===== src/rtl/stage2_pool_if.sv =====
// Handshake/data bundle between the stage-2 adder, the pooling stage and its consumer.
interface stage2_pool_if #(
    parameter int DATA_W = 12
);
    logic                     en;
    logic                     in_valid;
    logic signed [DATA_W-1:0] datain;
    logic signed [DATA_W-1:0] bias;
    logic signed [DATA_W-1:0] dataout;
    logic                     out_valid;
    logic                     frame_done;

    modport master (
        output en, in_valid, datain, bias,
        input  dataout, out_valid, frame_done
    );

    modport slave (
        input  en, in_valid, datain, bias,
        output dataout, out_valid, frame_done
    );
endinterface


===== src/rtl/stage2_pool.sv =====
// Stage-2 pooling: per-pixel bias + saturate + ReLU, then 2x2 stride-2 pooling over a raster stream.
// Max pooling by default; defining STAGE2_POOL_AVG_EN selects average pooling instead.
module stage2_pool #(
    parameter int DATA_W = 12,
    parameter int MAP_W  = 10,
    parameter int MAP_H  = 10
) (
    input  logic         clk,
    input  logic         rst_n,
    stage2_pool_if.slave bus
);
    localparam int COL_W  = $clog2(MAP_W);
    localparam int ROW_W  = $clog2(MAP_H);
    localparam int HALF_W = MAP_W / 2;
    localparam int K_W    = (HALF_W > 1) ? $clog2(HALF_W) : 1;
`ifdef STAGE2_POOL_AVG_EN
    localparam int BUF_W  = DATA_W + 1;
`else
    localparam int BUF_W  = DATA_W;
`endif
    localparam logic signed [DATA_W-1:0] SAT_MAX = {1'b0, {(DATA_W-1){1'b1}}};

    logic                     accept;
    logic                     colLast;
    logic                     rowLast;
    logic [K_W-1:0]           kIdx;
    logic signed [DATA_W:0]   sumExt;
    logic signed [DATA_W-1:0] pixRelu;
    logic signed [BUF_W-1:0]  pairRes;
    logic signed [BUF_W-1:0]  bufRead;
    logic signed [DATA_W-1:0] windowRes;
    logic                     bufWrite;

    logic [COL_W-1:0]         col_q, col_d;
    logic [ROW_W-1:0]         row_q, row_d;
    logic signed [DATA_W-1:0] pairVal_q, pairVal_d;
    logic signed [DATA_W-1:0] dataOut_q, dataOut_d;
    logic                     outValid_q, outValid_d;
    logic                     frameDone_q, frameDone_d;
    logic signed [BUF_W-1:0]  lineBuf_q [HALF_W];

    assign accept  = bus.en && bus.in_valid;
    assign colLast = (col_q == COL_W'(MAP_W - 1));
    assign rowLast = (row_q == ROW_W'(MAP_H - 1));
    assign kIdx    = K_W'(col_q >> 1);
    assign sumExt  = {bus.datain[DATA_W-1], bus.datain} + {bus.bias[DATA_W-1], bus.bias};
    assign bufRead = lineBuf_q[kIdx];

    // Any negative sum (including negative overflow) is zeroed by ReLU, so only positive overflow saturates.
    always_comb begin
        if (sumExt[DATA_W]) begin
            pixRelu = '0;
        end else if (sumExt[DATA_W-1]) begin
            pixRelu = SAT_MAX;
        end else begin
            pixRelu = sumExt[DATA_W-1:0];
        end
    end

`ifdef STAGE2_POOL_AVG_EN
    logic signed [DATA_W+1:0] windowSum;

    assign pairRes   = {pairVal_q[DATA_W-1], pairVal_q} + {pixRelu[DATA_W-1], pixRelu};
    assign windowSum = {bufRead[BUF_W-1], bufRead} + {pairRes[BUF_W-1], pairRes};
    assign windowRes = DATA_W'(windowSum >>> 2);
`else
    assign pairRes   = (pairVal_q > pixRelu) ? pairVal_q : pixRelu;
    assign windowRes = (bufRead > pairRes) ? bufRead : pairRes;
`endif

    always_comb begin
        col_d       = col_q;
        row_d       = row_q;
        pairVal_d   = pairVal_q;
        dataOut_d   = dataOut_q;
        outValid_d  = 1'b0;
        frameDone_d = 1'b0;
        bufWrite    = 1'b0;
        if (accept) begin
            col_d = colLast ? '0 : col_q + 1'b1;
            if (colLast) begin
                row_d = rowLast ? '0 : row_q + 1'b1;
            end
            if (!col_q[0]) begin
                pairVal_d = pixRelu;
            end else if (!row_q[0]) begin
                bufWrite = 1'b1;
            end else begin
                outValid_d  = 1'b1;
                frameDone_d = colLast && rowLast;
                dataOut_d   = windowRes;
            end
        end
    end

    always_ff @(posedge clk) begin
        if (!rst_n) begin
            col_q       <= '0;
            row_q       <= '0;
            pairVal_q   <= '0;
            dataOut_q   <= '0;
            outValid_q  <= 1'b0;
            frameDone_q <= 1'b0;
        end else begin
            col_q       <= col_d;
            row_q       <= row_d;
            pairVal_q   <= pairVal_d;
            dataOut_q   <= dataOut_d;
            outValid_q  <= outValid_d;
            frameDone_q <= frameDone_d;
        end
    end

    // Even rows deposit pair results; odd rows read them back before any overwrite within a frame.
    always_ff @(posedge clk) begin
        if (rst_n && bufWrite) begin
            lineBuf_q[kIdx] <= pairRes;
        end
    end

    assign bus.dataout    = dataOut_q;
    assign bus.out_valid  = outValid_q;
    assign bus.frame_done = frameDone_q;
endmodule


===== src/flat_wrapper.sv =====
// flat-port wrapper written by rule: the top's interface ports become plain ports
module stage2_pool_flat 
#(
    parameter int DATA_W = 12,
    parameter int MAP_W  = 10,
    parameter int MAP_H  = 10
)
  (clk, rst_n, bus_en, bus_in_valid, bus_datain, bus_bias, bus_dataout, bus_out_valid, bus_frame_done);
  stage2_pool_if #(.DATA_W(DATA_W)) bus_i ();
  input  logic clk;
  input  logic rst_n;
  input wire logic [$bits(bus_i.en)-1:0] bus_en;
  input wire logic [$bits(bus_i.in_valid)-1:0] bus_in_valid;
  input wire logic [$bits(bus_i.datain)-1:0] bus_datain;
  input wire logic [$bits(bus_i.bias)-1:0] bus_bias;
  output wire logic [$bits(bus_i.dataout)-1:0] bus_dataout;
  output wire logic [$bits(bus_i.out_valid)-1:0] bus_out_valid;
  output wire logic [$bits(bus_i.frame_done)-1:0] bus_frame_done;
  assign bus_i.en = bus_en;
  assign bus_i.in_valid = bus_in_valid;
  assign bus_i.datain = bus_datain;
  assign bus_i.bias = bus_bias;
  assign bus_dataout = bus_i.dataout;
  assign bus_out_valid = bus_i.out_valid;
  assign bus_frame_done = bus_i.frame_done;
  stage2_pool #(.DATA_W(DATA_W), .MAP_W(MAP_W), .MAP_H(MAP_H)) u_core (.clk(clk), .rst_n(rst_n), .bus(bus_i));
endmodule

===== config.mk =====
export PLATFORM = sky130hd
export DESIGN_NAME = stage2_pool_flat
export DESIGN_NICKNAME = d
export VERILOG_FILES = /design/src/rtl/stage2_pool_if.sv /design/src/rtl/stage2_pool.sv /design/src/flat_wrapper.sv
export SDC_FILE = /design/constraint.sdc
export NUM_CORES = 1
export LEC_CHECK = 0
export ABC_CLOCK_PERIOD_IN_PS = 16700
export BUFFER_PORTS_ARGS = -buffer_cell sky130_fd_sc_hd__buf_2
export CAP_MARGIN = 30
export CORE_MARGIN = 2
export CORE_UTILIZATION = 42
export DETAILED_ROUTE_END_ITERATION = 16
export SLEW_MARGIN = 30
export SYNTH_ARGS = -nofsm -noshare
export SYNTH_HDL_FRONTEND = slang
export SYNTH_SLANG_ARGS = --single-unit

===== constraint.sdc =====
create_clock -name clk -period 16.7 [get_ports clk]
set_input_delay 2.505 -clock clk [delete_from_list [all_inputs] [get_ports clk]]
set_output_delay 2.505 -clock clk [all_outputs]
set_load 0.1 [all_outputs]

==> impl_metrics.toml <==
[power_and_ir_drop]
power_mw = 0.584
power_frac_clock_pct = 37.3
power_frac_seq_pct = 43.2
p_switching_mw = 0.160
p_int_mw = 0.425
ir_worst_vdd_mv = 0.0703
power.density_nw_per_um2 = 105
p_leak_nw = 2.21
p_sw_share_pct = 27.3
power_frac_comb_pct = 19.5

[final_layout]
antenna_cells = 0
final_cell_mix = "55 x edfxtp_1, 40 x buf_2, 37 x nand2_1"
num-nets-final = 526
layout_commonest_cell = "edfxtp_1"
area_growth_pct = 14.8
fin_area_um2 = 5550
post-route-util_pct = 49.0
n_fill_cell = 1033
fin_cells = 611
drive_above_1_share_pct = 20.9

[placement]
dp_slack_ns = 8.42
place_area_um2 = 5190
gp_congestion = 0.817
placedCellCount = 593
port_buffers = 40
hpwl_um = 7470

[routing]
wl_per_cell_um = 16.8
initialDrtViolationCount = 220
dr.pass1.iters = 5
final_antenna_net_count = 0
drc = 0
via_per_inst = 5.42
vias = 3310
routed_wl_um = 10200

[worst_setup_path]
max_stage_delay_ns = 0.58
required_ns = 16.89
timing.rr.end = "u_core.bus.dataout[6]$_SDFFE_PN0P_"
r2r-start = "u_core.pairVal_q[5]$_SDFFE_PN0P_"
crit_family = "compound AO/OA/AOI/OAI gates"
critPathKind = "primary input to flip-flop"
path_max_fanout = 15
cp_slowest_cell = "nor2b_1"
crit_chain = "buf_2 -> ha_1 -> inv_1 -> fa_1 -> and2b_1 -> o31ai_2 -> a2111oi_0 -> nor3_1 -> o21ai_2 -> nand2_1 -> ha_1 -> nand3_1 -> nor3_1 -> a31oi_4 -> nor2b_1 -> a22oi_1 -> ha_1 -> and3_1 -> a221o_1 -> a311oi_1 -> or3_1 -> o21ai_0 -> o21bai_1"
arrival_ns = 8.14
cpMostUsedCell = "ha_1"
r2r_setup_slack_ns = 12.47
path_buf_inv = 2
rr_worst_depth = 14
start_kind = "primary input"
endpoint_kind = "flip-flop"

[floorplan]
start_util_pct = 42.7
rows = 39
die_w_um = 111
die_y_um = 111
die_area_um2 = 12400
io_pins = 42
core_area_um2 = 11300

[flow_run]
max-cap-violations = 0

[clock_tree]
ctsHoldBuffers = 0
path_clk_slew_ns = 0.07
post-cts-setup-buffers = 0
cts-root-buf = "clkbuf_16"
clkLatencyLatePin_ns = 0.34
cts-resized-gates = 0
tritoncts = "yes"
cts_buffer_depth = 2
cts_buffers = 9
cts_max_level = 3
clkSinkCount = 90

[yosys]
synth_fp_nets = 486
synth_edf_count = 55
yosys_warnings = 0
synth.distinct_cells = 62
synthFlopType = "edfxtp_1"
ys_seq_elements = 90
seq_area_frac_synth_pct = 48.7
syn_inst = 423
syn_area_um2 = 4830
synthArstFlopShare_pct = 0
avgSynthCellArea_um2 = 11.4

[timing]
fin_ws_ns = 8.75
tns_ns = 0
post-route-period-util_pct = 47.6
worst_pin_slew_ns = 0.849
rsz0062_at_grt = "false"
period_needed_ns = 7.95
holdWs_ns = 0.488
max_freq_mhz = 126
timing.slew.headroom_pct = 43.3
drv_slew = 0
setup_viol = 0
finalHoldViolCount = 0
skew_ns = 0.00636

[hold_path]
whs_path_depth = 2
min_from = "u_core.pairVal_q[0]$_SDFFE_PN0P_"
min_to = "u_core.pairVal_q[0]$_SDFFE_PN0P_"
hold_class = "flip-flop to flip-flop"

[status]
outcome = "finished, final reports clean"

[grt]
grt_pass1_wl_um = 16800
track_usage_pct = 17.2
grt_max_degree = 21
antenna_found_initial = 0
grt_pass1_vias = 3293
grt_overflow = 0
registers in the layout, summed over array words and instances, names as in the netlist, named ones only:
name,flops
u_core.bus.dataout,11
u_core.bus.out_valid,1
u_core.bus.frame_done,1
u_core.pairVal_q,11
u_core.col_q,4
u_core.row_q,4
u_core.lineBuf_q,55
tightest hold or removal path: stages (launching register included):
cell	delay [ns]
dfxtp_1	0.32
nand2_1	0.05
o21ai_0	0.06
synth_stat cells, drive strengths merged (5+ instances only):
library cell | count | area share [%]
dfxtp | 35 | 15
ha | 34 | 8.8
inv | 29 | 2.3
nor3 | 5 | 0.52
mux2i | 10 | 2.1
a21oi | 21 | 2.4
xnor2 | 9 | 1.8
a21o | 14 | 2.3
mux4 | 11 | 5.1
o21a | 5 | 0.78
clkbuf | 13 | 1.0
nor2 | 17 | 1.3
o21bai | 7 | 1.1
a22oi | 10 | 1.9
edfxtp | 55 | 34
nor2b | 12 | 1.6
and3 | 6 | 0.88
nand2 | 37 | 2.9
o21ai | 25 | 3.3
a22o | 6 | 1.1
nand3 | 9 | 0.93
cell families after synthesis:
family | share of synthesized area (%)
DFF | 48.7
adders and majority gates | 9.22
buffers and inverters | 3.63
and+or+nand+nor | 11.2
xor gates and xnor gates | 2.31
AOI/OAI and AO/OA | 17.2
other | 0.0776
muxes | 7.67
how the worst max path moves through the flow:
stage / from / depth (start not counted) / slack (ns) / endpoint
after floorplan: bus_bias[0] / 24 / 9.12 / u_core.bus.dataout[3]$_SDFFE_PN0P_
after global placement: bus_bias[0] / 23 / 8.60 / u_core.bus.dataout[3]$_SDFFE_PN0P_
after detailed placement: bus_bias[0] / 23 / 8.42 / u_core.bus.dataout[6]$_SDFFE_PN0P_
after CTS: bus_bias[0] / 23 / 8.78 / u_core.bus.dataout[6]$_SDFFE_PN0P_
after global routing: bus_bias[0] / 23 / 8.03 / u_core.bus.dataout[8]$_SDFFE_PN0P_
final: bus_bias[0] / 23 / 8.75 / u_core.bus.dataout[6]$_SDFFE_PN0P_
cell type report:
type / count / area, um^2 / share of cell area [%]
clock inverter: 5 / 56.3 / 1.02
clock buffer: 11 / 275 / 4.96
sequential: 90 / 2350 / 42.4
inverter: 29 / 109 / 1.96
tap: 143 / 179 / 3.23
multi-input combinational: 288 / 2330 / 42.1
timing repair buffer: 45 / 241 / 4.35
layer usage:
metal  GRT usage [%]  vias to the layer above  routed length [um]  part of all wire, %
li1                -                     1657                   -                    -
met3            3.06                       13                 390                  3.8
met1            22.5                     1568                4700                   46
met2            28.4                       72                5000                   49
met5               0                        -                   0                    0
met4            6.58                        0                 144                  1.4
power by group through the flow:
stage | combinational [mW] | clock (mW) | sequential (mW)
2_1_floorplan | 0.0857 | 0 | 0.256
3_3_place_gp | 0.111 | 0 | 0.258
3_5_place_dp | 0.115 | 0 | 0.257
4_1_cts | 0.116 | 0.223 | 0.253
5_1_grt | 0.130 | 0.231 | 0.253
6_report | 0.114 | 0.218 | 0.253
No activity file was read; power rests on OpenSTA's default activity.
